--- config.mk ---
export PLATFORM = sky130hd
export DESIGN_NAME = ps2_game_cmd_decoder
export DESIGN_NICKNAME = d
export VERILOG_FILES = /design/src/rtl/ps2_game_cmd_decoder.sv
export SDC_FILE = /design/constraint.sdc
export NUM_CORES = 1
export LEC_CHECK = 0
export BUFFER_PORTS_ARGS = -buffer_cell sky130_fd_sc_hd__clkbuf_2
export CORE_ASPECT_RATIO = 1.5
export CORE_MARGIN = 3
export CORE_UTILIZATION = 52
export CTS_BUF_LIST = sky130_fd_sc_hd__clkbuf_8
export DETAILED_ROUTE_END_ITERATION = 8
export HOLD_SLACK_MARGIN = 0.06
export PLACE_DENSITY = 0.7
export SYNTH_ARGS = -nofsm -noshare
export SYNTH_HDL_FRONTEND = slang
export SYNTH_SLANG_ARGS = --single-unit
--- constraint.sdc ---
create_clock -name clk -period 2.9 [get_ports clk]
set_clock_uncertainty 0.2 [all_clocks]
set_input_delay 0.58 -clock clk [delete_from_list [all_inputs] [get_ports clk]]
set_output_delay 0.58 -clock clk [all_outputs]
set_load 0.01 [all_outputs]
--- src/rtl/ps2_game_cmd_decoder.sv ---
// PS/2 set-2 command decoder: byte parser, arrow hold/step tracking with
// auto-repeat, and END/PLAY/PAUSE game-mode FSM gating all movement.
module ps2_game_cmd_decoder #(
    parameter int         REPEAT_DELAY        = 25_000_000,
    parameter int         REPEAT_PERIOD       = 5_000_000,
    parameter bit         ALLOW_KEYPAD_ARROWS = 1'b1,
    parameter logic [7:0] CODE_LEFT           = 8'h6B,
    parameter logic [7:0] CODE_RIGHT          = 8'h74,
    parameter logic [7:0] CODE_ENTER          = 8'h5A,
    parameter logic [7:0] CODE_ESC            = 8'h76,
    parameter logic [7:0] CODE_PAUSE          = 8'h29
) (
    input  logic       clk,
    input  logic       reset,
    input  logic [7:0] rx_data,
    input  logic       rx_valid,
    output logic [1:0] game_state,
    output logic       end_game,
    output logic       idle_game,
    output logic       left_held,
    output logic       right_held,
    output logic       left_step,
    output logic       right_step
);

    localparam logic [1:0] P_BASE    = 2'd0;
    localparam logic [1:0] P_EXT     = 2'd1;
    localparam logic [1:0] P_BRK     = 2'd2;
    localparam logic [1:0] P_EXT_BRK = 2'd3;

    localparam logic [1:0] G_END   = 2'b00;
    localparam logic [1:0] G_PLAY  = 2'b01;
    localparam logic [1:0] G_PAUSE = 2'b10;

    localparam logic DIR_L = 1'b0;
    localparam logic DIR_R = 1'b1;

    localparam int MAXR = (REPEAT_DELAY > REPEAT_PERIOD) ?
                          REPEAT_DELAY : REPEAT_PERIOD;
    localparam int CW   = (MAXR > 1) ? $clog2(MAXR) : 1;

    localparam logic [CW-1:0] DLY_LD = CW'(REPEAT_DELAY - 1);
    localparam logic [CW-1:0] PER_LD = CW'(REPEAT_PERIOD - 1);

    logic [1:0]    r_pstate;
    logic [1:0]    r_gstate;
    logic          r_end;
    logic          r_idle;
    logic          r_lheld;
    logic          r_rheld;
    logic          r_lstep;
    logic          r_rstep;
    logic          r_last;
    logic [CW-1:0] r_lcnt;
    logic [CW-1:0] r_rcnt;

    logic [1:0]    w_pnxt;
    logic          w_evt;
    logic          w_ext;
    logic          w_brk;
    logic          w_discard;
    logic          w_is_e0;
    logic          w_is_f0;
    logic          w_mk;
    logic          w_bk;
    logic          w_code_l;
    logic          w_code_r;
    logic          w_l_mk;
    logic          w_l_bk;
    logic          w_r_mk;
    logic          w_r_bk;
    logic          w_l_new;
    logic          w_r_new;
    logic          w_enter;
    logic          w_esc;
    logic          w_pause;
    logic [1:0]    w_gnxt;
    logic          w_play_ok;
    logic          w_l_active;
    logic          w_r_active;
    logic          w_lheld_n;
    logic          w_rheld_n;
    logic          w_lstep_n;
    logic          w_rstep_n;
    logic [CW-1:0] w_lcnt_n;
    logic [CW-1:0] w_rcnt_n;
    logic          w_last_n;

    assign w_ext     = (r_pstate == P_EXT) || (r_pstate == P_EXT_BRK);
    assign w_brk     = (r_pstate == P_BRK) || (r_pstate == P_EXT_BRK);
    assign w_is_e0   = (rx_data == 8'hE0);
    assign w_is_f0   = (rx_data == 8'hF0);
    assign w_discard = (rx_data == 8'hE1) || (rx_data == 8'hFA) ||
                       (rx_data == 8'hAA) || (rx_data == 8'hFE) ||
                       (rx_data == 8'hEE);

    // Parser next state; any non-prefix byte completes one key event
    always_comb begin
        w_pnxt = r_pstate;
        w_evt  = 1'b0;
        if (rx_valid) begin
            unique case (1'b1)
                w_discard: w_pnxt = P_BASE;
                w_is_e0:   w_pnxt = P_EXT;
                w_is_f0: begin
                    if (r_pstate == P_BASE)
                        w_pnxt = P_BRK;
                    else if (r_pstate == P_EXT)
                        w_pnxt = P_EXT_BRK;
                end
                default: begin
                    w_evt  = 1'b1;
                    w_pnxt = P_BASE;
                end
            endcase
        end
    end

    assign w_mk     = w_evt && !w_brk;
    assign w_bk     = w_evt && w_brk;
    assign w_code_l = (rx_data == CODE_LEFT) &&
                      (w_ext || ALLOW_KEYPAD_ARROWS);
    assign w_code_r = (rx_data == CODE_RIGHT) &&
                      (w_ext || ALLOW_KEYPAD_ARROWS);
    assign w_l_mk   = w_mk && w_code_l;
    assign w_l_bk   = w_bk && w_code_l;
    assign w_r_mk   = w_mk && w_code_r;
    assign w_r_bk   = w_bk && w_code_r;
    assign w_enter  = w_mk && !w_ext && (rx_data == CODE_ENTER);
    assign w_esc    = w_mk && !w_ext && (rx_data == CODE_ESC);
    assign w_pause  = w_mk && !w_ext && (rx_data == CODE_PAUSE);
    assign w_l_new  = w_l_mk && !r_lheld;
    assign w_r_new  = w_r_mk && !r_rheld;

    // Game-mode transitions, driven by make events only
    always_comb begin
        w_gnxt = r_gstate;
        case (r_gstate)
            G_END: begin
                if (w_enter)
                    w_gnxt = G_PLAY;
            end
            G_PLAY: begin
                if (w_esc)
                    w_gnxt = G_END;
                else if (w_pause)
                    w_gnxt = G_PAUSE;
            end
            G_PAUSE: begin
                if (w_pause)
                    w_gnxt = G_PLAY;
                else if (w_esc)
                    w_gnxt = G_END;
            end
            default: w_gnxt = G_END;
        endcase
    end

    // Movement only counts while PLAY is both current and kept this cycle
    assign w_play_ok  = (r_gstate == G_PLAY) && (w_gnxt == G_PLAY);
    assign w_l_active = r_lheld && (!r_rheld || r_last == DIR_L) && !w_r_new;
    assign w_r_active = r_rheld && (!r_lheld || r_last == DIR_R) && !w_l_new;

    // Left hold flag, repeat counter and step pulse
    always_comb begin
        w_lheld_n = r_lheld;
        w_lcnt_n  = r_lcnt;
        w_lstep_n = 1'b0;
        if (!w_play_ok) begin
            w_lheld_n = 1'b0;
            w_lcnt_n  = '0;
        end else if (w_l_bk) begin
            w_lheld_n = 1'b0;
            w_lcnt_n  = '0;
        end else if (w_l_new) begin
            w_lheld_n = 1'b1;
            w_lstep_n = 1'b1;
            w_lcnt_n  = DLY_LD;
        end else if (w_r_bk && r_rheld && r_lheld && r_last == DIR_R) begin
            w_lcnt_n  = DLY_LD;
        end else if (w_l_active) begin
            if (r_lcnt == '0) begin
                w_lstep_n = 1'b1;
                w_lcnt_n  = PER_LD;
            end else begin
                w_lcnt_n  = r_lcnt - 1'b1;
            end
        end
    end

    // Right hold flag, repeat counter and step pulse
    always_comb begin
        w_rheld_n = r_rheld;
        w_rcnt_n  = r_rcnt;
        w_rstep_n = 1'b0;
        if (!w_play_ok) begin
            w_rheld_n = 1'b0;
            w_rcnt_n  = '0;
        end else if (w_r_bk) begin
            w_rheld_n = 1'b0;
            w_rcnt_n  = '0;
        end else if (w_r_new) begin
            w_rheld_n = 1'b1;
            w_rstep_n = 1'b1;
            w_rcnt_n  = DLY_LD;
        end else if (w_l_bk && r_lheld && r_rheld && r_last == DIR_L) begin
            w_rcnt_n  = DLY_LD;
        end else if (w_r_active) begin
            if (r_rcnt == '0) begin
                w_rstep_n = 1'b1;
                w_rcnt_n  = PER_LD;
            end else begin
                w_rcnt_n  = r_rcnt - 1'b1;
            end
        end
    end

    // Most recently pressed direction owns the stepping
    always_comb begin
        w_last_n = r_last;
        if (w_play_ok && w_l_new)
            w_last_n = DIR_L;
        else if (w_play_ok && w_r_new)
            w_last_n = DIR_R;
    end

    // State and output registers
    always_ff @(posedge clk) begin
        if (reset) begin
            r_pstate <= P_BASE;
            r_gstate <= G_END;
            r_end    <= 1'b1;
            r_idle   <= 1'b0;
            r_lheld  <= 1'b0;
            r_rheld  <= 1'b0;
            r_lstep  <= 1'b0;
            r_rstep  <= 1'b0;
            r_last   <= DIR_L;
            r_lcnt   <= '0;
            r_rcnt   <= '0;
        end else begin
            r_pstate <= w_pnxt;
            r_gstate <= w_gnxt;
            r_end    <= (w_gnxt == G_END);
            r_idle   <= (w_gnxt == G_PLAY) && !w_lheld_n && !w_rheld_n;
            r_lheld  <= w_lheld_n;
            r_rheld  <= w_rheld_n;
            r_lstep  <= w_lstep_n;
            r_rstep  <= w_rstep_n;
            r_last   <= w_last_n;
            r_lcnt   <= w_lcnt_n;
            r_rcnt   <= w_rcnt_n;
        end
    end

    assign game_state = r_gstate;
    assign end_game   = r_end;
    assign idle_game  = r_idle;
    assign left_held  = r_lheld;
    assign right_held = r_rheld;
    assign left_step  = r_lstep;
    assign right_step = r_rstep;

endmodule

==> impl_metrics.yaml <==
run_status:
  outcome: "completed"
synth:
  synth-simple-area-share_pct: 32.73
  yosysSeqAreaShare_pct: 35.90
  yosys-mux-area-fraction_pct: 0.8827
  synth_top_family_by_area: "simple AND/OR/NAND/NOR gates"
  yosysUniqueCellTypes: 51
  synthAdderAreaFrac_pct: 1.471
  async_reset_ff_share_pct: 0
  ys_warn_count: 0
  synth-compound-area-share_pct: 17.54
  synth-edff-count: 0
  synth-xor-area-share_pct: 8.238
  synth_fp_nets: 433
  netlist_instances: 418
  synthFlopType: "dfxtp_1"
  avgSynthCellArea_um2: 8.139
  synth_area_um2: 3402
  ys_ff_latch: 61
critical_path:
  critPathMaxFanout: 10
  worst_path_most_repeated_cell: "or4_4"
  crit_chain: "or4_4, or4_4, nor4_4, buf_4, o21ai_1, and3b_1, a311oi_1"
  cp.required_ps: 2940
  slowest_delay_ps: 590
  arrival_ps: 2790
  worst_r2r_endpoint: "r_rcnt[2]"
  worstSetupEndpoint: "r_rcnt[2]"
  slowest_stage: "or4_4"
  path_class: "reg -> reg"
  r2r_start: "r_rcnt[8]"
  cp-start-kind: "register"
  r2r_cells: 7
  startpoint: "r_rcnt[8]"
  reg2reg_slack_ps: 140
  endpoint_kind: "register"
finish:
  drive_above_1_share_pct: 15.03
  area_delta_synth_final_pct: 16.92
  final_common_cell: "dfxtp_1"
  nets: 469
  mostFrequentLayoutCells: "dfxtp_1, a21oi_1, nor2_1"
  num_antenna_cells: 0
  final.fill_count: 573
sta:
  finalCritPeriodShare_pct: 95.00
  worst_pin_slew_ps: 542.1
  drv_slew: 0
  fin_ws_ps: 144.9
  setup_viol: 0
  rsz0062_at_grt: "false"
  fmax_mhz: 363.0
  max_slew_margin_pct: 63.79
  min_period_ps: 2755
  final.setup.tns_ps: 0
  finalHoldViolations: 0
cts:
  clk_latency_ps: 340
  post_cts_buffers: 0
  cts_tree: "done"
  cts_buffers: 9
  cts_root_buffer: "clkbuf_8"
  cts_resized: 0
  clock_path_buffers: 2
  cts.reportedPaths.clkPinSlew_ps: 70
  h-tree-depth: 3
  cts_sinks: 61
  cts_hold_buf: 0
floorplanning:
  row_count: 35
  die_w_um: 72.04
  die_h_um: 105.1
  die_area_um2: 7569
  coreArea_um2: 6262
  pin_count: 19
  start_util_pct: 54.33
global_route:
  met3_usage_pct: 3.176
  grt_antenna_before_repair: 0
  grt_util_all_layers_pct: 23.02
  gr-total-overflow: 0
  use_met1_pct: 26.07
  grt_pass1_wl_mm: 14.18
  grt_max_degree: 25
  gr-usage-met2_pct: 40.92
  busiest_layer: "met2"
  first_global_vias: 3190
pwr:
  power_frac_seq_pct: 46.4
  swShare_pct: 20.20
  power.switching_mw: 0.3659
  total_leakage_power_nw: 1.510
  p_comb_share_pct: 2.7
  powerDensity_nw_per_um2: 455.5
  pwr-share-clk_pct: 50.9
  intPower_mw: 1.446
  vdd_drop_max_mv: 0.2709
job:
  maxCapViolCount: 0
placed_design:
  dp_hpwl_mm: 5.951
  dp_slack_ps: 119.1
  portBuffers: 18
  gp_congestion: 0.8586
drt:
  routed_wl_mm: 8.250
  ant_nets: 0
  drc_errors: 0
  wl_per_cell_um: 15.48
  first_iter_violations: 151
  first_pass_iters: 4
  viasPerCell: 6.062
  vias: 3231
hold_path:
  hold_path_class: "in -> reg"
[cell type report]
class / instances / area (um2) / share of cell area (%)
Multi-Input combinational cell: 328 / 2079 / 52.28
Sequential cell: 61 / 1221 / 30.70
Timing Repair Buffer: 43 / 302.8 / 7.612
Clock buffer: 10 / 137.6 / 3.460
Clock inverter: 6 / 102.6 / 2.579
Tap cell: 74 / 92.59 / 2.328
Inverter: 11 / 41.29 / 1.038
[stage by stage]
| stage | power, mW | util (%) | hold slack (ps) | std cells | area (um2) |
|---|---|---|---|---|---|
| floorplan | 0.8824 | - | 276.4 | 418 | 3402 |
| global placement | 0.9064 | 59.68 | 292.8 | 517 | 3737 |
| detailed placement | 0.9081 | 59.68 | 306.4 | 517 | 3737 |
| CTS | 1.828 | 63.52 | 294.5 | 533 | 3978 |
| global route | 1.864 | 63.52 | 316.1 | 533 | 3978 |
| finish | 1.812 | 63.52 | 298.1 | 533 | 3978 |
[worst min-delay path by stage]
stage	from	end	slack, ps	cells after the start
after CTS	reset	r_last	290	2
after global placement	r_lcnt[21]	r_lcnt[21]	290	2
after detailed placement	r_rcnt[7]	r_rcnt[7]	310	2
after global routing	reset	r_last	320	2
final	reset	r_last	300	2
after floorplan	r_rcnt[23]	r_rcnt[23]	280	2
[cell families (layout without fill, tap and decap cells)]
family,after synthesis,count (layout)
simple gates,196,196
compound gates,93,93
flops,61,61
xor+xnor,32,32
buf+inv,29,70
mux,3,3
fa+ha+maj,4,4
[layer usage]
metal,vias up,share of wire [%]
li1,1638,-
met1,1516,43
met2,59,53
met3,18,2.5
met4,0,2.0
met5,-,0
[flip-flops by register name, indices dropped and copies added, names as in the netlist]
name	flops
game_state	2
r_lcnt	25
right_step	1
r_rcnt	25
r_last	1
end_game	1
idle_game	1
right_held	1
left_held	1
left_step	1
r_pstate	2
[cell usage after synthesis (4+ instances only)]
library cell	n	share of area [%]
or3_1	15	2.8
o21ai_0	11	1.6
clkbuf_1	17	1.9
a31oi_1	8	1.5
ha_1	4	1.5
nand2b_1	10	1.8
nand3_1	14	2.1
nand4_1	9	1.7
nor3_1	22	3.2
xnor2_1	22	5.7
or4_1	9	2.0
nor2b_1	7	1.3
a21oi_1	39	5.7
and3_1	4	0.74
nor2_1	33	3.6
xor2_1	10	2.6
o22ai_1	5	0.92
nand2_1	25	2.8
nor4b_1	4	1.0
inv_1	11	1.2
dfxtp_1	61	36
nor4_1	24	4.4
a311oi_1	4	1.0
[power groups by stage]
stage | Clock (mW) | Combinational, mW | Sequential (mW)
after floorplan | 0 | 0.0239 | 0.858
after global placement | 0 | 0.0463 | 0.860
after detailed placement | 0 | 0.0479 | 0.860
after CTS | 0.939 | 0.0480 | 0.841
after global routing | 0.970 | 0.0533 | 0.841
final | 0.922 | 0.0481 | 0.841
[worst max-delay path, delay by kind of cell (launching register included)]
kind	cells	cell delay [ps]
AO/OA/AOI/OAI	2	320
buffers and inverters	1	210
flip-flops	1	350
AND/OR/NAND/NOR	4	1580
(Power assumes the default switching activity.)
